==> src/rtl/reaction_timer.sv <==
// Reaction timer: random-delay GO indicator, then ms count until react.
// Saturates at MAX_MS; result held until the next accepted start.
module reaction_timer #(
  parameter int TICK_DIV     = 100000,
  parameter int MIN_DELAY_MS = 1000,
  parameter int MAX_MS       = 9999
) (
  input  logic        clk,
  input  logic        rst,
  input  logic        start,
  input  logic        react,
  input  logic [8:0]  rnd,
  output logic        go_led,
  output logic        busy,
  output logic        done,
  output logic        early,
  output logic [13:0] time_ms
);

  localparam int TW = (TICK_DIV > 1) ? $clog2(TICK_DIV) : 1;
  localparam logic [TW-1:0] TICK_LAST = TW'(TICK_DIV - 1);
  localparam logic [10:0]   MIN_D     = 11'(MIN_DELAY_MS);
  localparam logic [13:0]   TIME_LAST = 14'(MAX_MS - 1);

  typedef enum logic [2:0] {
    S_IDLE,
    S_WAIT,
    S_GO,
    S_DONE,
    S_EARLY
  } state_t;

  state_t        state, state_n;
  logic [TW-1:0] tick_cnt;
  logic          tick;
  logic [10:0]   delay_cnt, delay_n;
  logic [13:0]   time_n;

  assign tick = (tick_cnt == TICK_LAST);

  always_comb begin
    state_n = state;
    delay_n = delay_cnt;
    time_n  = time_ms;
    unique case (state)
      S_IDLE, S_DONE, S_EARLY: begin
        if (start) begin
          state_n = S_WAIT;
          delay_n = MIN_D + 11'(rnd);
          time_n  = '0;
        end
      end
      S_WAIT: begin
        // react beats a same-cycle tick
        if (react) begin
          state_n = S_EARLY;
        end else if (tick) begin
          delay_n = delay_cnt - 11'd1;
          if (delay_cnt <= 11'd1)
            state_n = S_GO;
        end
      end
      S_GO: begin
        if (react) begin
          state_n = S_DONE;
        end else if (tick) begin
          time_n = time_ms + 14'd1;
          if (time_ms == TIME_LAST)
            state_n = S_DONE;
        end
      end
      default: state_n = S_IDLE;
    endcase
  end

  always_ff @(posedge clk) begin
    if (rst) begin
      state     <= S_IDLE;
      tick_cnt  <= '0;
      delay_cnt <= '0;
      time_ms   <= '0;
      go_led    <= 1'b0;
      busy      <= 1'b0;
      done      <= 1'b0;
      early     <= 1'b0;
    end else begin
      state     <= state_n;
      delay_cnt <= delay_n;
      time_ms   <= time_n;
      // restart the ms grid on every state change
      if (state_n != state || tick)
        tick_cnt <= '0;
      else
        tick_cnt <= tick_cnt + TW'(1);
      go_led <= (state_n == S_GO);
      busy   <= (state_n == S_WAIT) || (state_n == S_GO);
      done   <= (state_n == S_DONE);
      early  <= (state_n == S_EARLY);
    end
  end

endmodule

==> config.mk <==
export PLATFORM = sky130hd
export DESIGN_NAME = reaction_timer
export DESIGN_NICKNAME = d
export VERILOG_FILES = /design/src/rtl/reaction_timer.sv
export SDC_FILE = /design/constraint.sdc
export NUM_CORES = 1
export LEC_CHECK = 0
export BUFFER_PORTS_ARGS = -buffer_cell sky130_fd_sc_hd__buf_2
export CORE_UTILIZATION = 49
export DETAILED_ROUTE_END_ITERATION = 8
export HOLD_SLACK_MARGIN = 0.05
export PLACE_DENSITY = 0.79
export SLEW_MARGIN = 20
export SYNTH_ARGS = -nofsm -noshare
export SYNTH_HDL_FRONTEND = slang
export SYNTH_SLANG_ARGS = --single-unit
==> constraint.sdc <==
create_clock -name clk -period 3 [get_ports clk]
set_clock_uncertainty 0.15 [all_clocks]
set_input_delay 0.6 -clock clk [delete_from_list [all_inputs] [get_ports clk]]
set_output_delay 0.6 -clock clk [all_outputs]
set_load 0.01 [all_outputs]
==> out/results.tsv <==
metric	value	unit
status	finished clean	
layout-drive-gt1-share	0.1523	
grt_usage	0.2060	
synth_commonest_cells	49 x dfxtp_1, 37 x nor2_1, 34 x a21oi_1, 22 x nand2_1, 22 x o21ai_0	
worstPathRequired	3090	ps
synth-main-ff-cell	dfxtp_1	
peakVddDrop	0.0003081	V
final_core_util	0.5905	
grt_pass1_vias	1990	
hold_class	reg -> reg	
slew_violations	0	
dp_cells	407	
setup_tns	0	ps
clk-insertion-delay-late	300	ps
fmax	0.3764	GHz
arrival	2740	ps
setup_violations	0	
postRouteAntennaNets	0	
synth_most_common_cell	dfxtp_1	
worstSetupPathType	reg -> reg	
cts_root_buf	clkbuf_8	
wl	5208	µm
p_per_area	459.3	nW/µm²
r2r_start	tick_cnt[6]	
yosys.area.top_type	dfxtp_1	
relSlewSlack	0.3452	
dieArea	5518	µm²
ios	31	
worst_pin_slew	982.2	ps
fin_crit	2657	ps
start_util	0.5246	
cts_tree	built	
drtPass1Iterations	4	
rr_worst_depth	5	
clock-sinks	49	
r2r_slack	340	ps
synth_top_area_frac	0.3832	
cts.reportedPaths.clkPinSlew	90	ps
placed_area	2770	µm²
synth_nets	338	
worstSetupEndpoint	time_ms[6]	
crit_path_start	tick_cnt[6]	
hold_viol	0	
rows	25	
p_total	1.324	mW
multi_input_area	1488	µm²
synth.cell_area	2560	µm²
synthCells	319	
diodes	0	
core	4880	µm²
synth_warnings	0	
total_leakage_power	1.059	nW
synthTopCellsByArea	dfxtp_1 38%, a21oi_1 6.6%, nor2_1 5.4%, xor2_1 4.4%, o21ai_0 4.3%	
grt-ovfl-total	0	
dp_hpwl	3649	µm
ctsHtreeMaxLevel	2	
path_max_fanout	16	
async_flop_share	0	
fillers	456	
synth_edf_count	0	
place_congestion	0.7960	
cap_viol_max_count	0	
hold_buffers	0	
synth_cell_types	52	
die_x	74.28	µm
port_buffers	30	
max-clock-path-buffers	2	
viasPerCell	5.547	
grt_setup_unrepaired	no	
register_area	980.9	µm²
num_vias	2302	
fin_crit_sh	0.8855	
hold_path_startpoint	tick_cnt[0]	
drt_iter0_drc	195	
design_area	2882	µm²
cts_resized	0	
ys_seq_area_frac	0.3832	
start_kind	register	
r2r-end	time_ms[6]	
synth-seq-cells	49	
avgSynthCellArea	8.025	µm²
worstSetupEndpointType	register	
area.growth.synth_to_final	12.56	%
wire_per_inst	12.55	µm
instances_no_fill	415	
nets	366	
grt_max_degree	22	
fp.dieH	74.28	µm
remaining_drc_errors	0	
numCtsBuffers	5	
grt_pass1_wl	8866	µm
cts_setup_buffers	0	
antenna_found_initial	0	
==> per-stage QoR <==
stage / setup WS [ps] / hold WS [ps]
6_report: 343.4 / 326.5
5_1_grt: 159.4 / 354.3
4_1_cts: 364.3 / 338.0
2_1_floorplan: 706.3 / 279.9
3_3_place_gp: 468.1 / 294.4
3_5_place_dp: 391.1 / 316.4
==> per-layer routing <==
layer  track usage  up-vias  wire length [µm]
li1              -     1200                 -
met1        0.2860     1053              2647
met2        0.3253       44              2301
met3       0.04607        5               204
met4       0.05241        0                53
met5             0        -                 0
==> power by group <==
| group | internal [mW] | switching, mW | leakage (nW) |
|---|---|---|---|
| clock network | 0.250 | 0.218 | 0.0554 |
| registers | 0.668 | 0.0190 | 0.397 |
| logic | 0.0685 | 0.100 | 0.606 |
| total | 0.986 | 0.337 | 1.06 |
==> sequential cells by signal, summed over array words and instances (netlist names) <==
signal     flops
busy           1
delay_cnt     11
done           1
early          1
go_led         1
state          3
tick_cnt      17
time_ms       14
==> cells by family (layout without fill, tap and decap cells) <==
group	Yosys count	in the layout	synth area share
AO/OA/AOI/OAI	79	79	0.1823
XOR/XNOR	21	21	0.07185
adder cells (fa/ha/maj)	6	6	0.02932
buffers and inverters	24	53	0.03568
flip-flops	49	49	0.3832
multiplexers	1	1	0.003910
AND/OR/NAND/NOR	139	139	0.2938
==> worst min-delay path by stage <==
stage	endpoint	slack, ps	depth (start not counted)
2_1_floorplan	tick_cnt[0]	280	1
3_3_place_gp	tick_cnt[0]	290	1
3_5_place_dp	tick_cnt[0]	320	1
4_1_cts	tick_cnt[0]	340	1
5_1_grt	delay_cnt[7]	350	2
6_report	tick_cnt[0]	330	1
==> cell usage in the layout, fill, tap and decap left out, types with 3 or more instances in the layout <==
master / Yosys / layout
o21a_1: 3 / 3
buf_4: 0 / 3
nand2_1: 22 / 22
or2_2: 5 / 5
o21ai_0: 22 / 22
ha_1: 6 / 6
a21oi_1: 34 / 34
nor4_1: 7 / 7
nor3b_1: 4 / 4
inv_1: 12 / 12
or3_1: 13 / 13
buf_2: 1 / 30
nor2b_1: 4 / 4
nor3_1: 8 / 8
nor2_1: 37 / 37
xor2_1: 13 / 13
dfxtp_1: 49 / 49
xnor2_1: 8 / 8
clkbuf_8: 0 / 5
nand3_1: 14 / 14
nand4_1: 6 / 6
==> worst max-delay path, cell delays in order (launching register included) <==
cell	delay, ps
dfxtp_1	340
or4b_4	550
nor4_4	560
a21oi_2	270
or4_1	570
a21oi_1	150
==> cell type report <==
cell class | count | area share
Timing Repair Buffer | 33 | 0.05992
Clock buffer | 6 | 0.02518
Tap cell | 67 | 0.02909
Multi-Input combinational cell | 246 | 0.5163
Clock inverter | 2 | 0.01346
Sequential cell | 49 | 0.3404
Inverter | 12 | 0.01563
No activity file was read; power rests on OpenSTA's default activity.
